File: src/rtl/seq_div_16.sv
// seq_div_16: multi-cycle signed integer divider, radix-2 restoring, one
// quotient bit per clock. Quotient truncates toward zero and the remainder
// takes the sign of the dividend, the same as Verilog signed "/" and "%".
//
// Ports:
//   clk        rising-edge clock
//   reset      asynchronous, active-high reset
//   start      request; accepted only while ready=1
//   A, B       signed dividend / divisor, sampled on the accept edge
//   ready      1 in IDLE and DONE (a start would be accepted)
//   busy       1 while iterating
//   done       one-cycle pulse, results valid
//   quotient   signed quotient, held until the next accepted start completes
//   remainder  signed remainder, held like quotient
//   div0       divide-by-zero flag, valid with done, cleared on next accept
module seq_div_16 #(
    parameter int unsigned WIDTH = 16
) (
    input  logic             clk,
    input  logic             reset,
    input  logic             start,
    input  logic [WIDTH-1:0] A,
    input  logic [WIDTH-1:0] B,
    output logic             ready,
    output logic             busy,
    output logic             done,
    output logic [WIDTH-1:0] quotient,
    output logic [WIDTH-1:0] remainder,
    output logic             div0
);

    localparam int unsigned CntW = $clog2(WIDTH);
    localparam logic [CntW-1:0] LastIter = CntW'(WIDTH - 1);

    typedef enum logic [1:0] {
        StIdle,
        StIter,
        StDone
    } state_e;

    state_e             state_q, state_d;
    logic [CntW-1:0]    cnt_q, cnt_d;
    logic [WIDTH:0]     prem_q, prem_d;   // partial remainder, one guard bit
    logic [WIDTH-1:0]   dvd_q, dvd_d;     // |A| shifting out, quotient shifting in
    logic [WIDTH-1:0]   dvs_q, dvs_d;     // |B|
    logic               sign_q_q, sign_q_d;
    logic               sign_r_q, sign_r_d;
    logic [WIDTH-1:0]   quot_q, quot_d;
    logic [WIDTH-1:0]   rem_q, rem_d;
    logic               div0_q, div0_d;

    // Magnitudes of the operands; |most-negative| fits as an unsigned value.
    logic [WIDTH-1:0] a_mag, b_mag;
    assign a_mag = A[WIDTH-1] ? (WIDTH'(0) - A) : A;
    assign b_mag = B[WIDTH-1] ? (WIDTH'(0) - B) : B;

    // One restoring step: shift in the next dividend bit, trial subtract |B|.
    logic [WIDTH+1:0] trial;
    logic             qbit;
    logic [WIDTH:0]   prem_next;
    logic [WIDTH-1:0] dvd_next;

    assign trial     = {prem_q, dvd_q[WIDTH-1]} - {2'b00, dvs_q};
    assign qbit      = ~trial[WIDTH+1];
    assign prem_next = qbit ? trial[WIDTH:0] : {prem_q[WIDTH-1:0], dvd_q[WIDTH-1]};
    assign dvd_next  = {dvd_q[WIDTH-2:0], qbit};

    logic accept;
    assign accept = start && ready;

    always_comb begin
        state_d  = state_q;
        cnt_d    = cnt_q;
        prem_d   = prem_q;
        dvd_d    = dvd_q;
        dvs_d    = dvs_q;
        sign_q_d = sign_q_q;
        sign_r_d = sign_r_q;
        quot_d   = quot_q;
        rem_d    = rem_q;
        div0_d   = div0_q;

        unique case (state_q)
            StIdle, StDone: begin
                if (state_q == StDone) begin
                    state_d = StIdle;
                end
                if (accept) begin
                    sign_q_d = A[WIDTH-1] ^ B[WIDTH-1];
                    sign_r_d = A[WIDTH-1];
                    dvd_d    = a_mag;
                    dvs_d    = b_mag;
                    prem_d   = '0;
                    cnt_d    = '0;
                    if (B == '0) begin
                        // No iterations: report all-ones quotient and echo A.
                        quot_d  = '1;
                        rem_d   = A;
                        div0_d  = 1'b1;
                        state_d = StDone;
                    end else begin
                        div0_d  = 1'b0;
                        state_d = StIter;
                    end
                end
            end
            StIter: begin
                prem_d = prem_next;
                dvd_d  = dvd_next;
                cnt_d  = cnt_q + 1'b1;
                if (cnt_q == LastIter) begin
                    quot_d  = sign_q_q ? (WIDTH'(0) - dvd_next) : dvd_next;
                    rem_d   = sign_r_q ? (WIDTH'(0) - prem_next[WIDTH-1:0])
                                       : prem_next[WIDTH-1:0];
                    state_d = StDone;
                end
            end
            default: begin
                state_d = StIdle;
            end
        endcase
    end

    always_ff @(posedge clk or posedge reset) begin
        if (reset) begin
            state_q  <= StIdle;
            cnt_q    <= '0;
            prem_q   <= '0;
            dvd_q    <= '0;
            dvs_q    <= '0;
            sign_q_q <= 1'b0;
            sign_r_q <= 1'b0;
            quot_q   <= '0;
            rem_q    <= '0;
            div0_q   <= 1'b0;
        end else begin
            state_q  <= state_d;
            cnt_q    <= cnt_d;
            prem_q   <= prem_d;
            dvd_q    <= dvd_d;
            dvs_q    <= dvs_d;
            sign_q_q <= sign_q_d;
            sign_r_q <= sign_r_d;
            quot_q   <= quot_d;
            rem_q    <= rem_d;
            div0_q   <= div0_d;
        end
    end

    // Status decodes straight from the state register.
    assign ready     = (state_q != StIter);
    assign busy      = (state_q == StIter);
    assign done      = (state_q == StDone);
    assign quotient  = quot_q;
    assign remainder = rem_q;
    assign div0      = div0_q;

endmodule

File: config.mk
export PLATFORM = sky130hd
export DESIGN_NAME = seq_div_16
export DESIGN_NICKNAME = d
export VERILOG_FILES = /design/src/rtl/seq_div_16.sv
export SDC_FILE = /design/constraint.sdc
export NUM_CORES = 1
export LEC_CHECK = 0
export CAP_MARGIN = 20
export CORE_MARGIN = 4
export CORE_UTILIZATION = 55
export DETAILED_ROUTE_END_ITERATION = 6
export HOLD_SLACK_MARGIN = 0.05
export MAX_ROUTING_LAYER = met4
export PLACE_DENSITY_LB_ADDON = 0.2
export SYNTH_ARGS = -nofsm -noshare
export SYNTH_HDL_FRONTEND = slang
export SYNTH_SLANG_ARGS = --single-unit
File: constraint.sdc
create_clock -name clk -period 5.3 [get_ports clk]
set_clock_uncertainty 0.05 [all_clocks]
set_input_delay 0.795 -clock clk [delete_from_list [all_inputs] [get_ports clk]]
set_output_delay 0.795 -clock clk [all_outputs]
set_load 0.05 [all_outputs]
Word level (Yosys, flattened, before mapping)
Cells that the tools add are included.
{"block": "word_totals", "reg_bits": 90, "input_bits": 35, "out_inout_bits": 36, "wordCells": 60}
{"block": "op_classes", "addsub": 6, "eq_ne": 8, "n_mux": 25, "bitwise": 2, "n_reduce_logical": 9}
{"operator": "16-bit two-way mux", "count": 11}
{"operator": "16-bit one-hot mux with 2 select lines", "count": 3}
{"operator": "1-bit by 16-bit subtractor with 16-bit output, first input constant", "count": 4}
{"operator": "17-bit two-way mux", "count": 2}
{"operator": "17-bit one-hot mux with 2 select lines", "count": 1}
{"operator": "18-bit by 16-bit subtractor with 18-bit output", "count": 1}
{"operator": "16-bit zero test", "count": 1}
{"operator": "2-bit two-way mux", "count": 4}
{"operator": "4-bit one-hot mux with 2 select lines", "count": 1}
{"operator": "2-bit AND reduction", "count": 3}
{"operator": "4-bit by 1-bit adder with 4-bit output, second input constant", "count": 1}
{"operator": "4-bit equality test, second input constant", "count": 1}
{"operator": "4-bit two-way mux", "count": 1}
{"operator": "2-bit by 1-bit inequality test with 1-bit output, second input constant", "count": 2}
{"operator": "2-bit inequality test, second input constant", "count": 2}
{"operator": "2-bit one-hot mux with 2 select lines", "count": 1}
{"operator": "4-bit AND reduction", "count": 1}
{"operator": "3-bit inequality test, second input constant", "count": 1}
{"operator": "2-bit by 1-bit equality test with 1-bit output, second input constant", "count": 1}
{"operator": "2-bit equality test, second input constant", "count": 1}
{"operator": "2-bit zero test", "count": 1}
{"operator": "2-bit nonzero test", "count": 1}
{"operator": "2-bit OR reduction", "count": 1}
{"operator": "1-bit logical AND", "count": 1}
{"operator": "3 further kinds", "count": 3}

Logic depth before layout (Yosys ltp)
{"block": "depth", "depth_word": 6, "mapped_depth": 18, "depth_no_buf": 16}

Worst setup path after synthesis
OpenSTA, ideal clock, no wires.
{"block": "synth_timing", "path_type": "flip-flop to flip-flop", "start": "reg prem_q[5]", "end": "reg quot_q[14] (netlist: quotient[14])", "arrival_ps": 3990, "required_ps": 5113, "path_slack_ps": 1123, "stages_incl_launch_ff": 18, "n_path_buf": 2, "period_less_slack_ps": 4177, "cell_sequence": "dfrtp_1 ha_1 buf_2 a211oi_2 nor2_1 or3_4 a31o_4 xor2_4 inv_2 buf_2 ha_1 nand2_1 or3_1 or3_1 or3_1 o31ai_1 xor2_1 a21oi_1"}
{"block": "synth_between", "elab_chain_len": 6}
{"item": "start, declared", "line": "43", "rtl": "logic [WIDTH:0] prem_q, prem_d;"}
{"item": "start signal, assigned", "line": "139", "rtl": "prem_q <= prem_d;"}
{"item": "18-bit by 16-bit subtractor with 18-bit output", "line": "63", "rtl": "assign trial = {prem_q, dvd_q[WIDTH-1]} - {2'b00, dvs_q};"}
{"item": "1-bit inverter", "line": "64", "rtl": "assign qbit = ~trial[WIDTH+1];"}
{"item": "1-bit by 16-bit subtractor with 16-bit output", "line": "112", "rtl": "quot_d = sign_q_q ? (WIDTH'(0) - dvd_next) : dvd_next;"}
{"item": "16-bit two-way mux", "line": "112"}
{"item": "16-bit two-way mux", "line": "111", "rtl": "if (cnt_q == LastIter) begin"}
{"item": "16-bit one-hot mux with 2 select lines", "line": "83", "rtl": "unique case (state_q)"}
{"item": "end signal, assigned", "line": "144", "rtl": "quot_q <= quot_d;"}
{"item": "end, declared", "line": "48", "rtl": "logic [WIDTH-1:0] quot_q, quot_d;"}
No other way between the ends. The select of a mux whose other input is x is not followed.
A chain may end at the register's enable or synchronous reset.

Final worst setup path
Same ends and word-level chain as after synthesis.

==> summary.md <==
| Metric | Value |
|---|---|
| Most common cell after layout, fill and taps aside | `dfrtp_1` |
| WL/cell | `18.9 um` |
| CP max stage delay | `440 ps` |
| Clock H-tree levels | `3` |
| Die height | `115 um` |
| Synth Area per Inst | `8.29 um^2` |
| Root buffer cell | `clkbuf_16` |
| Failing checks | `DRC` |
| Post-synthesis async set-or-reset flop share | `100%` |
| Highest metal used | `met4` |
| Yosys Warn Count | `0` |
| Largest net degree at the start of global routing | `60` |
| Layout area overhead | `17.1%` |
| Drt total wl | `18000 um` |
| Vias | `5948` |
| Worst slew margin | `27.5%` |
| Clk Latency, worst-skew pair | `360 ps` |
| Clk pin slew, worst setup/hold paths | `70 ps` |
| Layout cell share with drive strength beyond 1 | `6.65%` |
| Outcome | `finished with violations` |
| Mux contribution to synthesized area | `4.49%` |
| Fin crit share | `82.9%` |
| CTS max path bufs | `2` |
| PortBufs | `70` |
| CTS tree | `yes` |
| Number of library cell types mapped by synthesis | `72` |
| DRT met1 WL | `8280 um` |
| Vias in the first global route | `5633` |
| Std-Cell Rows | `38` |
| Starting Density | `57.1%` |
| Startpoint types | `flop` |
| Max Fclk | `0.228 GHz` |
| Critical Path Slowest Stage Cell | `ha_1` |
| Layout Cells excl Fill | `952` |
| Antenna Nets Post-Route | `0` |
| Die Wd | `115 um` |
| DR iter-0 viols | `686` |
| Die area | `13200 um^2` |
| Most frequent CP cell | `or3_1` |
| Tmin final | `4390 ps` |
| Num ports | `71` |
| CP required | `5480 ps` |
| Final TNS setup | `0 ps` |
| Core area | `11000 um^2` |
| Post-synthesis compound-gate area fraction | `22.7%` |
| Number of nets in the layout | `864` |
| GRT Overall Usage | `28.6%` |
| Post-synth EDFFs | `0` |
| Worst-path fanout max | `19` |
| DRC violations left | `4` |
| Most frequent cells in the layout | `dfrtp_1 (90), nand2_1 (85), o21ai_0 (73)` |
| RePlAce Congestion | `0.945` |
| Final Max Tran Viols | `0` |
| Initial antenna violation count | `0` |
| TritonCTS Buffers | `9` |
| Total gr overflow | `0` |
| Synth Area in XOR/XNOR | `7.12%` |
| Worst Path Buf+Inv | `1` |
| Worst path top cell family by delay | `simple AND/OR/NAND/NOR gates` |
| Unrepaired setup endpoints after global routing | `false` |
| Synth Area in Simple Gates | `20.4%` |
| WS Path Type | `reg2reg` |
| Cells along the critical path | `ha_1, a211oi_2, nor2_1, or3_4, a31o_4, xor2_4, inv_2, ha_1, nand2_1, or3_1, or3_1, or3_1, o31ai_1, xor2_1, a21oi_1` |
| CP endpoint kind | `flop` |
| Final Setup Violations | `0` |
| WL met3 | `1430 um` |
| Hold_buf cts | `0` |
| Setup Buffers After CTS | `0` |
| Hpwl dp | `13100 um` |
| Met2 wire len | `7960 um` |
| Synth Register Bits | `90` |
| CP Data Arrival Time | `4580 ps` |
| Placed insts | `935` |
| Vias per Instance | `6.25` |
| Post-Synth Adder-Cell Area | `4.49%` |
| Least-Margin Pin Slew | `1090 ps` |
| Cts repair resizes | `0` |
| Sequential cell area fraction in the yosys report | `35.8%` |
| Hold Path Class | `reg2reg` |
| Top FF cell, synth | `dfrtp_1` |
| Max-cap violations | `0` |
| FF/Latch Area | `2250 um^2` |
| Ant. Diodes | `0` |
| # clock sinks | `90` |
| Syn Inst Count | `759` |
| First-pass GRT wire length | `29000 um` |
| Multi-input logic area | `3730 um^2` |
| Largest family of logic cells by synthesized area | `compound AO/OA/AOI/OAI gates` |
| Final hold vios | `0` |
| Fillcell total | `948` |
| Mapped cell area | `6290 um^2` |
| Initial DRT Pass Iterations | `7` |
| Syn_nets | `816` |
[worst paths after layout]
kind | start | end | slack (ps) | cells past startpoint
worst min-delay path | dvs_q[10] | dvs_q[10] | 430 | 2
max in group asynchronous | reset | prem_q[1] | 3410 | 4
worst min register to register | dvs_q[10] | dvs_q[10] | 430 | 2
worst max register to register | prem_q[5] | quotient[14] | 910 | 15
min in group asynchronous | reset | cnt_q[1] | 700 | 2
worst max-delay path | prem_q[5] | quotient[14] | 910 | 15
[sequential cells by signal, summed over array words and instances (netlist names)]
| register | flops |
|---|---|
| prem_q | 17 |
| dvd_q | 16 |
| dvs_q | 16 |
| quotient | 16 |
| remainder | 16 |
| cnt_q | 4 |
| state_q | 2 |
| div0 | 1 |
| sign_q_q | 1 |
| sign_r_q | 1 |
[layout make-up]
cell class              instances  share of cell area, %
repair buffers                 80                   10.7
inverters                      37                   1.90
multi-input cells             589                   50.6
flip-flops and latches         90                   30.5
clock buffers                  10                   3.24
clock inverters                 6                  0.662
well taps                     140                   2.38
[cell families (layout without fill, tap and decap cells)]
family | Yosys count | after routing
xor gates and xnor gates | 49 | 49
and+or+nand+nor | 265 | 265
DFF | 90 | 90
AOI/OAI and AO/OA | 226 | 226
adders and majority gates | 22 | 22
muxes | 27 | 27
buffers and inverters | 80 | 133
[cell usage after synthesis, types with 3 or more instances]
cell type / number / area, um^2
a211o_1: 3 / 26.3
ha_1: 21 / 263
xor2_1: 32 / 280
mux2_2: 5 / 56.3
nand3_1: 20 / 100
a22o_1: 4 / 35.0
o21ai_0: 73 / 365
buf_1: 8 / 30.0
nand2_1: 85 / 319
nor2_1: 64 / 240
xnor2_1: 16 / 140
or3_1: 13 / 81.3
inv_1: 35 / 131
a311o_1: 3 / 30.0
nor4_1: 3 / 18.8
mux2i_1: 20 / 200
and2_1: 3 / 18.8
a21o_1: 11 / 82.6
nor2b_1: 9 / 56.3
a31oi_1: 15 / 93.8
o211ai_1: 5 / 37.5
or2_2: 4 / 25.0
nand2b_1: 5 / 31.3
buf_2: 9 / 45.0
nor3_1: 24 / 120
clkbuf_1: 25 / 93.8
o41ai_1: 8 / 70.1
or4_1: 4 / 30.0
a22oi_1: 3 / 22.5
and4_1: 3 / 26.3
dfrtp_1: 90 / 2250
o22ai_1: 3 / 18.8
nand4_1: 10 / 62.6
o31ai_1: 11 / 82.6
a21oi_1: 57 / 285
and3_1: 7 / 43.8
a211oi_1: 6 / 45.0
[routing by layer]
layer / GRT usage [%] / up-vias
met5: - / -
met4: 8.69 / 0
met3: 4.58 / 38
met2: 41.8 / 277
met1: 40.9 / 2803
li1: - / 2830
[stage by stage]
stage	cell area, um^2	worst slack, ps	utilization, %	hold slack [ps]
3_3_place_gp	7060	1050	64.0	414
4_1_cts	7350	940	66.7	437
3_5_place_dp	7060	967	64.0	412
5_1_grt	7370	703	66.8	449
6_report	7370	905	66.8	433
2_1_floorplan	6290	1120	-	400
[worst min-delay path: stages, from the launching register on]
cell and delay [ps]:
dfrtp_1 350, nand2_1 50, o21ai_0 60
Power is left out: the tool's default activity adds up to more than one toggle a clock period on the data nets, which glitch-free logic cannot reach.
